`config.mk`:
```
export PLATFORM = sky130hd
export DESIGN_NAME = regfile_wb_arbiter
export DESIGN_NICKNAME = d
export VERILOG_FILES = /design/src/rtl/regfile_wb_arbiter_pkg.sv /design/src/rtl/regfile_wb_arbiter_rr_arbiter.sv /design/src/rtl/regfile_wb_arbiter.sv
export SDC_FILE = /design/constraint.sdc
export NUM_CORES = 1
export LEC_CHECK = 0
export CORE_MARGIN = 2
export CORE_UTILIZATION = 40
export DETAILED_ROUTE_END_ITERATION = 8
export MAX_ROUTING_LAYER = met4
export PLACE_DENSITY = 0.67
export SLEW_MARGIN = 20
export SYNTH_ARGS = -nofsm -noshare
export SYNTH_HDL_FRONTEND = slang
export SYNTH_SLANG_ARGS = --single-unit
```
`constraint.sdc`:
```
create_clock -name clk -period 4.4 [get_ports clk]
set_input_delay 1.1 -clock clk [delete_from_list [all_inputs] [get_ports clk]]
set_output_delay 1.1 -clock clk [all_outputs]
set_load 0.1 [all_outputs]
```
`src/rtl/regfile_wb_arbiter_pkg.sv`:
```
// regfile_wb_arbiter_pkg: shared register-file widths, writeback requester count and index helpers
package regfile_wb_arbiter_pkg;
  localparam int REG_NUM_LOG2 = 5;
  localparam int REG_BUS_W = 32;
  localparam int WB_REQ_NUM = 3;
  localparam int WB_IDX_W = 3;
  localparam logic WRITE_ENABLE = 1'b1;
  localparam logic WRITE_DISABLE = 1'b0;
  typedef logic [WB_IDX_W-1:0] wb_idx_t;
  // Index k steps after base, wrapping at n.
  function automatic wb_idx_t rr_idx(input wb_idx_t base, input int k, input int n);
    return wb_idx_t'((int'(base) + k) % n);
  endfunction
endpackage

```
`src/rtl/regfile_wb_arbiter_rr_arbiter.sv`:
```
// rr_arbiter: combinational round-robin pick starting just after ptr, one-hot plus encoded index
module rr_arbiter
  import regfile_wb_arbiter_pkg::*;
#(
  parameter int N = WB_REQ_NUM
) (
  input  logic [N-1:0] req_i,
  input  wb_idx_t      ptr_i,
  output logic [N-1:0] grant_o,
  output wb_idx_t      idx_o,
  output logic         valid_o
);
  // Scan ptr+1 .. ptr+N; the first requester found wins.
  always_comb begin
    grant_o = '0;
    idx_o = '0;
    valid_o = 1'b0;
    for (int k = 1; k <= N; k++)
      for (int i = 0; i < N; i++)
        if (!valid_o && req_i[i] && rr_idx(ptr_i, k, N) == wb_idx_t'(i)) begin
          grant_o[i] = 1'b1;
          idx_o = wb_idx_t'(i);
          valid_o = 1'b1;
        end
  end
endmodule

```
`src/rtl/regfile_wb_arbiter.sv`:
```
// regfile_wb_arbiter: merges NREQ writeback sources via 1-entry slots onto one registered RF write port
module regfile_wb_arbiter
  import regfile_wb_arbiter_pkg::*;
#(
  parameter int NREQ = WB_REQ_NUM,
  parameter int AW = REG_NUM_LOG2,
  parameter int DW = REG_BUS_W
) (
  input  logic                clk,
  input  logic                rst,
  input  logic                flush,
  input  logic [NREQ-1:0]     req_valid,
  output logic [NREQ-1:0]     req_ready,
  input  logic [NREQ*AW-1:0]  req_waddr,
  input  logic [NREQ*DW-1:0]  req_wdata,
  output logic                we,
  output logic [AW-1:0]       waddr,
  output logic [DW-1:0]       wdata,
  output logic [WB_IDX_W-1:0] grant_id,
  output logic                busy
);
  logic [NREQ-1:0] full_q, full_d, grant;
  logic [NREQ-1:0][AW-1:0] addr_q, addr_d;
  logic [NREQ-1:0][DW-1:0] data_q, data_d;
  logic [AW-1:0] waddr_q, sel_addr;
  logic [DW-1:0] wdata_q, sel_data;
  wb_idx_t ptr_q, gid_q, idx;
  logic we_q, any;
  rr_arbiter #(.N(NREQ)) u_rr (
    .req_i  (full_q),
    .ptr_i  (ptr_q),
    .grant_o(grant),
    .idx_o  (idx),
    .valid_o(any)
  );
  // A draining slot may refill on the same edge, so each source sustains one write per cycle.
  assign req_ready = rst ? ~{NREQ{flush}} & (~full_q | grant) : '0;
  assign busy = |full_q | we_q;
  assign we = we_q;
  assign waddr = waddr_q;
  assign wdata = wdata_q;
  assign grant_id = gid_q;
  // Slot update: flush empties, handshake (re)fills, grant drains; address 0 is swallowed.
  always_comb begin
    full_d = full_q;
    addr_d = addr_q;
    data_d = data_q;
    sel_addr = '0;
    sel_data = '0;
    for (int i = 0; i < NREQ; i++) begin
      if (grant[i]) begin
        sel_addr = addr_q[i];
        sel_data = data_q[i];
      end
      if (flush) full_d[i] = 1'b0;
      else if (req_valid[i] && req_ready[i]) begin
        full_d[i] = |req_waddr[i*AW +: AW];
        addr_d[i] = req_waddr[i*AW +: AW];
        data_d[i] = req_wdata[i*DW +: DW];
      end else if (grant[i]) full_d[i] = 1'b0;
    end
  end
  // State and write port; a flush cancels the grant, so ptr and write data hold.
  always_ff @(posedge clk or negedge rst)
    if (!rst) begin
      full_q <= '0;
      addr_q <= '0;
      data_q <= '0;
      ptr_q <= wb_idx_t'(NREQ - 1);
      we_q <= WRITE_DISABLE;
      waddr_q <= '0;
      wdata_q <= '0;
      gid_q <= '0;
    end else begin
      full_q <= full_d;
      addr_q <= addr_d;
      data_q <= data_d;
      we_q <= (!flush && any) ? WRITE_ENABLE : WRITE_DISABLE;
      if (!flush && any) begin
        ptr_q <= idx;
        waddr_q <= sel_addr;
        wdata_q <= sel_data;
        gid_q <= idx;
      end
    end
endmodule

```
==> flow_summary_export.csv, run 1 <==
group,metric,value,unit
outcome,status,"completed",
logic_synthesis,synth_edf_count,0,
clocking,post-cts-setup-buffers,0,
floorplan,die_w,133.3,um
finish,synthToLayoutAreaGrowth,35.08,%
setup_path,cp_max_fo,5,
timing,post-route-period-util,81.96,%
logic_synthesis,yosys_warnings,0,
timing,hold_viol,0,
clocking,cts_num_sinks,155,
clocking,holdBufCountCts,0,
floorplan,dieHeight,133.3,um
floorplan,io_pins,162,
detailed_routing,drt-vias-per-instance,5.387,
setup_path,path_class,"in -> out",
timing,worst-slew-pin-transition,1.022,ns
power,sw_frac_of_total,46.46,%
timing,tns,0,ns
setup_path,startpoint_type,"input pin",
placed_design,portBuffers,160,
global_route,grt_max_degree,81,
flow_run,drv_cap,0,
logic_synthesis,syn_nets,630,
timing,slew_viol_final,0,
setup_path,cp.required,3.30,ns
logic_synthesis,syn-cell-area,6691,um2
detailed_routing,drc_errors,0,
placed_design,dp_hpwl,11580,um
placed_design,pre_cts_slack,0.7836,ns
timing,post-route-min-period,3.606,ns
finish,nFillCells,1353,
global_route,antenna_found_initial,0,
finish,fin_nets,779,
finish,multi_input_area,2532,um2
logic_synthesis,synth_cells,511,
setup_path,endpoint_kind,"output port",
clocking,cts_root_buf,"clkbuf_16",
clocking,clk_pin_slew_worst_paths,0.06,ns
detailed_routing,drt_iter0_markers,205,
clocking,cts-buffers-inserted,17,
floorplan,row_count,47,
timing,slew_headroom,31.62,%
global_route,gr-total-overflow,0,
logic_synthesis,synth_top_area_cell,"dfrtp_1",
global_route,grt_first_pass_wirelength,28160,um
detailed_routing,wire_per_inst,19.91,um
timing,timing.fmax,277.3,MHz
finish,drive_above_1_share,24.07,%
logic_synthesis,yosysUniqueCellTypes,38,
timing,finClkSkew,0.01329,ns
floorplan,initial_utilization,40.64,%
power,switchingPower,3088,uW
timing,fin_ws,0.7937,ns
logic_synthesis,yosysSeqAreaShare,57.98,%
clocking,tritoncts,"done",
power,total_leakage_power,0.003562,uW
clocking,cts-root-to-sink-buffers,2,
clocking,htreeDepth,4,
finish,diodes,0,
hold_path,hold_class,"in -> async",
clocking,ctsResizeCount,0,
finish,register_area,3881,um2
detailed_routing,drt-pass1-iter-count,5,
logic_synthesis,ys.flop_type,"dfrtp_1",
logic_synthesis,syn_avg_cell_area,13.09,um2
logic_synthesis,yosysTopAreaCellShare,57.59,%
placed_design,place.gp.congestion,0.7883,
power,pwr-share-clk,20.9,%
detailed_routing,postRouteAntennaNets,0,
power,seqPwrFrac,32.8,%
logic_synthesis,ys_ff_latch,155,
power,power_density,735.3,nW/um2
timing,setup_viol,0,
power,ir_worst_vdd,0.0004015,V
detailed_routing,wirelength,17780,um
global_route,grt_util_all_layers,21.37,%
power,intPower,3558,uW
floorplan,core,16470,um2
timing,grt_setup_unrepaired,"no",
setup_path,reg2reg_setup_slack,1.15,ns
logic_synthesis,synth-async-reset-ratio,100.0,%
setup_path,worstPathArrival,2.51,ns
floorplan,dieArea,17780,um2
global_route,grt_pass1_vias,5244,
detailed_routing,num_vias,4811,
clocking,worstSkewPairLatency,0.42,ns
logic_synthesis,synth_area_leaders,"dfrtp_1 58%, mux2_2 17%, a32oi_1 4.8%",
power,p_comb_share,46.3,%
-- critical path: stages --
cell,delay [ns]
clkdlybuf4s50_1,0.48
inv_1,0.14
nand2_1,0.23
a21oi_1,0.32
buf_12,0.22
-- state kept, by name, summed over array words and instances, names as in the netlist --
name      cells
waddr         5
full_q        3
wdata        32
we            1
addr_q       15
data_q       96
ptr_q         1
grant_id      2
-- final timing paths --
path                                         from                     end  depth (start not counted)
setup / recovery                            flush            req_ready[2]                          5
hold / removal                                rst   wdata[24]$_DFFE_PN0P_                          1
setup reg to reg             ptr_q[1]$_DFFE_PN1P_  data_q[39]$_DFFE_PN0P_                          8
hold reg to reg            data_q[21]$_DFFE_PN0P_  data_q[21]$_DFFE_PN0P_                          1
max in group asynchronous                     rst  data_q[70]$_DFFE_PN0P_                          3
min in group clk           data_q[21]$_DFFE_PN0P_  data_q[21]$_DFFE_PN0P_                          1
-- placed cells by master (no fill, tap or decap), drive strengths merged --
master | synthesis | final
clkinv | 0 | 8
o211ai | 3 | 3
o21a | 1 | 1
clkinvlp | 0 | 3
nor2 | 42 | 42
buf | 27 | 18
ha | 2 | 2
dfrtp | 154 | 154
o41ai | 1 | 1
o2111ai | 1 | 1
inv | 8 | 9
dfstp | 1 | 1
a32oi | 37 | 37
nand2 | 7 | 7
o21ai | 4 | 4
or4 | 2 | 2
and2 | 2 | 2
a32o | 1 | 1
mux2 | 111 | 111
o21ba | 2 | 2
a22oi | 1 | 1
a31oi | 1 | 1
nor3b | 1 | 1
nor3 | 40 | 40
clkdlybuf4s50 | 0 | 155
nand2b | 1 | 1
conb | 1 | 1
a21oi | 2 | 2
or2 | 1 | 1
bufinv | 0 | 1
o311a | 1 | 1
or3 | 1 | 1
clkbuf | 16 | 19
a211oi | 38 | 38
nand3 | 1 | 1
-- power by group through the flow --
stage               sequential, uW  combinational, uW  clock [uW]
floorplan                     3440                983           0
global placement              2180               3030           0
detailed placement            2200               3080           0
CTS                           2180               3090        1410
global route                  2230               3210        1480
finish                        2180               3080        1390
-- cell usage after synthesis (7+ instances only) --
library cell and instances:
dfrtp_1 154, mux2_2 99, nor2_1 42, nor3_1 40, a211oi_1 37, a32oi_1 37, clkbuf_1 16, buf_2 15
mux2_1 12, buf_6 9, inv_1 7, nand2_1 7
-- per-layer routing --
metal | track usage (%) | share of wire, %
met5 | - | 0
met4 | 7.979 | 2.2
met3 | 4.871 | 4.3
met2 | 34.99 | 50
met1 | 25.97 | 44
-- kinds of logic after synthesis --
family / share of synthesized area [%]
and+or+nand+nor: 6.732
muxes: 18.68
buffers and inverters: 4.319
AOI/OAI and AO/OA: 11.86
adders and majority gates: 0.3739
DFF: 57.98
other: 0.05604
-- through the flow --
| stage | cell area, um2 | instances | hold slack, ns | power [uW] | util, % |
|---|---|---|---|---|---|
| 2_1_floorplan | 6691 | 511 | 0.4588 | 4419 | - |
| 3_3_place_gp | 8472 | 861 | 0.4628 | 5212 | 51.45 |
| 3_5_place_dp | 8472 | 861 | 0.4790 | 5282 | 51.45 |
| 4_1_cts | 9035 | 893 | 0.4392 | 6683 | 54.87 |
| 5_1_grt | 9039 | 893 | 0.4417 | 6927 | 54.89 |
| 6_report | 9039 | 893 | 0.4635 | 6646 | 54.89 |
-- final cells by class --
class	instances	share of cell area [%]
Sequential cell	155	42.94
Tap cell	220	3.045
Timing Repair Buffer	173	19.44
Multi-Input combinational cell	305	28.02
Inverter	8	0.3322
Clock buffer	19	4.900
Clock inverter	13	1.329
(Power assumes the default switching activity.)
==> run 2, diff against run 1 <==
==> constraint.sdc (replaced) <==
create_clock -name clk -period 3.33 [get_ports clk]
set_input_delay 0.8325 -clock clk [delete_from_list [all_inputs] [get_ports clk]]
set_output_delay 0.8325 -clock clk [all_outputs]
set_load 0.1 [all_outputs]
==> run 2 against run 1 <==
  * Critical endpoint is now req_ready[0]
  * Clock skew shrank 0.0049 ns
  * Global-route usage fell by 0.12 points
  * Non-clock buffer count is 5 higher
  * Register-to-register slack worse by 0.40 ns
  * Clock power grew 41%
==> flow_summary_export.csv, run 2 (synthesized netlist as in run 1, its figures left out) <==
group,metric,value,unit
outcome,status,"completed",
timing,fin_ws,0.2617,ns
hold_path,hold_class,"reg -> reg",
timing,grt_setup_unrepaired,"no",
detailed_routing,wire_per_inst,19.77,um
finish,multi_input_area,2539,um2
setup_path,crit_buf_inv,1,
setup_path,crit_path_cell_trace,"ha_1 -> and2_4 -> o311a_1 -> nor2_2 -> buf_12",
floorplan,initial_utilization,40.64,%
placed_design,dp_hpwl,11760,um
clocking,cts_num_sinks,155,
global_route,grt_util_all_layers,21.25,%
detailed_routing,drt-pass1-iter-count,5,
global_route,grtUsageMet3,5.137,%
timing,hold_viol,0,
setup_path,slowest_stage,"dfstp_2",
placed_design,pre_cts_slack,0.2856,ns
clocking,tritoncts,"done",
detailed_routing,wirelength,17750,um
setup_path,worstPathArrival,2.24,ns
clocking,cts-root-to-sink-buffers,2,
detailed_routing,num_vias,4807,
clocking,cts_root_buf,"clkbuf_16",
global_route,grt_pass1_vias,5210,
global_route,antenna_found_initial,0,
detailed_routing,drt_iter0_markers,253,
finish,final_common_cell,"dfrtp_1",
global_route,met1_usage,26.07,%
timing,post-route-period-util,92.14,%
finish,drive_above_1_share,30.83,%
timing,timing.fmax,325.9,MHz
floorplan,die_w,133.3,um
finish,final_core_util,54.86,%
clocking,worstSkewPairLatency,0.42,ns
placed_design,portBuffers,160,
setup_path,reg2reg_depth,7,
finish,diodes,0,
clocking,post-cts-setup-buffers,0,
timing,setup_viol,0,
setup_path,crit_path_start,"ptr_q[1]$_DFFE_PN1P_",
finish,fin_nets,784,
hold_path,holdCritStartpoint,"data_q[21]$_DFFE_PN0P_",
floorplan,io_pins,162,
timing,slew_viol_final,0,
hold_path,hold_path_depth,1,
global_route,grt_use_met2,34.39,%
detailed_routing,drc_errors,0,
global_route,gr-total-overflow,0,
setup_path,cp_top_family,"flip-flops",
finish,largest_register_ffs,96,
floorplan,row_count,47,
finish,nFillCells,1426,
setup_path,path_depth,5,
timing,finClkSkew,0.008440,ns
setup_path,crit_path_max_incr_delay,0.54,ns
floorplan,core,16470,um2
setup_path,endpoint_kind,"output port",
clocking,htreeDepth,4,
clocking,clk_pin_slew_worst_paths,0.06,ns
timing,worst-slew-pin-transition,0.8183,ns
timing,holdWs,0.4869,ns
setup_path,cp.required,2.50,ns
finish,regMostFlops,"data_q",
setup_path,cp_max_fo,6,
detailed_routing,drt-vias-per-instance,5.353,
timing,post-route-min-period,3.068,ns
setup_path,path_class,"reg -> out",
floorplan,dieHeight,133.3,um
flow_run,drv_cap,0,
finish,layout_common_cells,"153 x dfrtp_1, 115 x clkdlybuf4s50_1, 99 x mux2_2",
setup_path,startpoint_type,"flip-flop",
timing,slew_headroom,45.44,%
power,power_density,981.0,nW/um2
power,total_leakage_power,0.003646,uW
power,ir_worst_vdd,0.0005672,V
global_route,grt_first_pass_wirelength,28210,um
placed_design,place.gp.congestion,0.7578,
clocking,cts-buffers-inserted,17,
detailed_routing,postRouteAntennaNets,0,
global_route,top_usage_layer,"met2",
clocking,ctsResizeCount,0,
setup_path,rr_startpoint,"ptr_q[1]$_DFFE_PN1P_",
timing,tns,0,ns
finish,register_area,3881,um2
clocking,holdBufCountCts,0,
global_route,grt_max_degree,159,
floorplan,dieArea,17780,um2
finish,synthToLayoutAreaGrowth,35.00,%
run 2: cell count changes in the layout (fill, tap and decap cells not counted), sizes merged:
cell,before,now
buf,18,63
clkdlybuf4s50,155,115
bufinv,1,3
clkinv,8,6
clkinvlp,3,4
inv,9,8
run 2: worst paths after layout:
path                       slack (ns)                      to
setup / recovery                 0.26            req_ready[0]
hold / removal                   0.49  data_q[21]$_DFFE_PN0P_
min in group asynchronous        0.61   full_q[2]$_DFFE_PN0P_
setup reg to reg                 0.75  data_q[38]$_DFFE_PN0P_
max in group asynchronous        2.14   full_q[1]$_DFFE_PN0P_
hold reg to reg                  0.49  data_q[21]$_DFFE_PN0P_
run 2: routing by layer:
layer  part of all wire [%]  wire [um]  up-vias
li1                       -          -     2204
met3                    4.7        826       19
met4                    2.0        348        0
met1                     43       7661     2438
met5                      0          0        -
met2                     50       8916      146
run 2: area by class of cell:
class,instances,area share [%]
clock buffers,19,4.903
clock inverters,13,1.662
inverters,8,0.3324
multi-input cells,305,28.10
flip-flops and latches,155,42.96
well taps,220,3.047
repair buffers,178,18.99
run 2: report_power, final:
| group | total (uW) | internal (uW) | switching (uW) |
|---|---|---|---|
| Combinational | 4040 | 1100 | 2940 |
| Sequential | 2860 | 2500 | 356 |
| Clock | 1960 | 1190 | 772 |
| Total | 8860 | 4790 | 4070 |
run 2: worst reg2reg max path: cells and delay by family, from the launching register on:
family	cells	cell delay (ns)
fa+ha+maj	1	0.26
compound gates	2	0.74
flops	1	0.54
buf+inv	2	0.32
simple gates	1	0.24
mux	1	0.37
run 2: per-stage QoR:
step / cells / instance area [um2] / power (uW)
2_1_floorplan: 511 / 6698 / 5843
3_3_place_gp: 866 / 8441 / 6845
3_5_place_dp: 866 / 8441 / 6936
4_1_cts: 898 / 9034 / 8921
5_1_grt: 898 / 9034 / 9256
6_report: 898 / 9034 / 8862
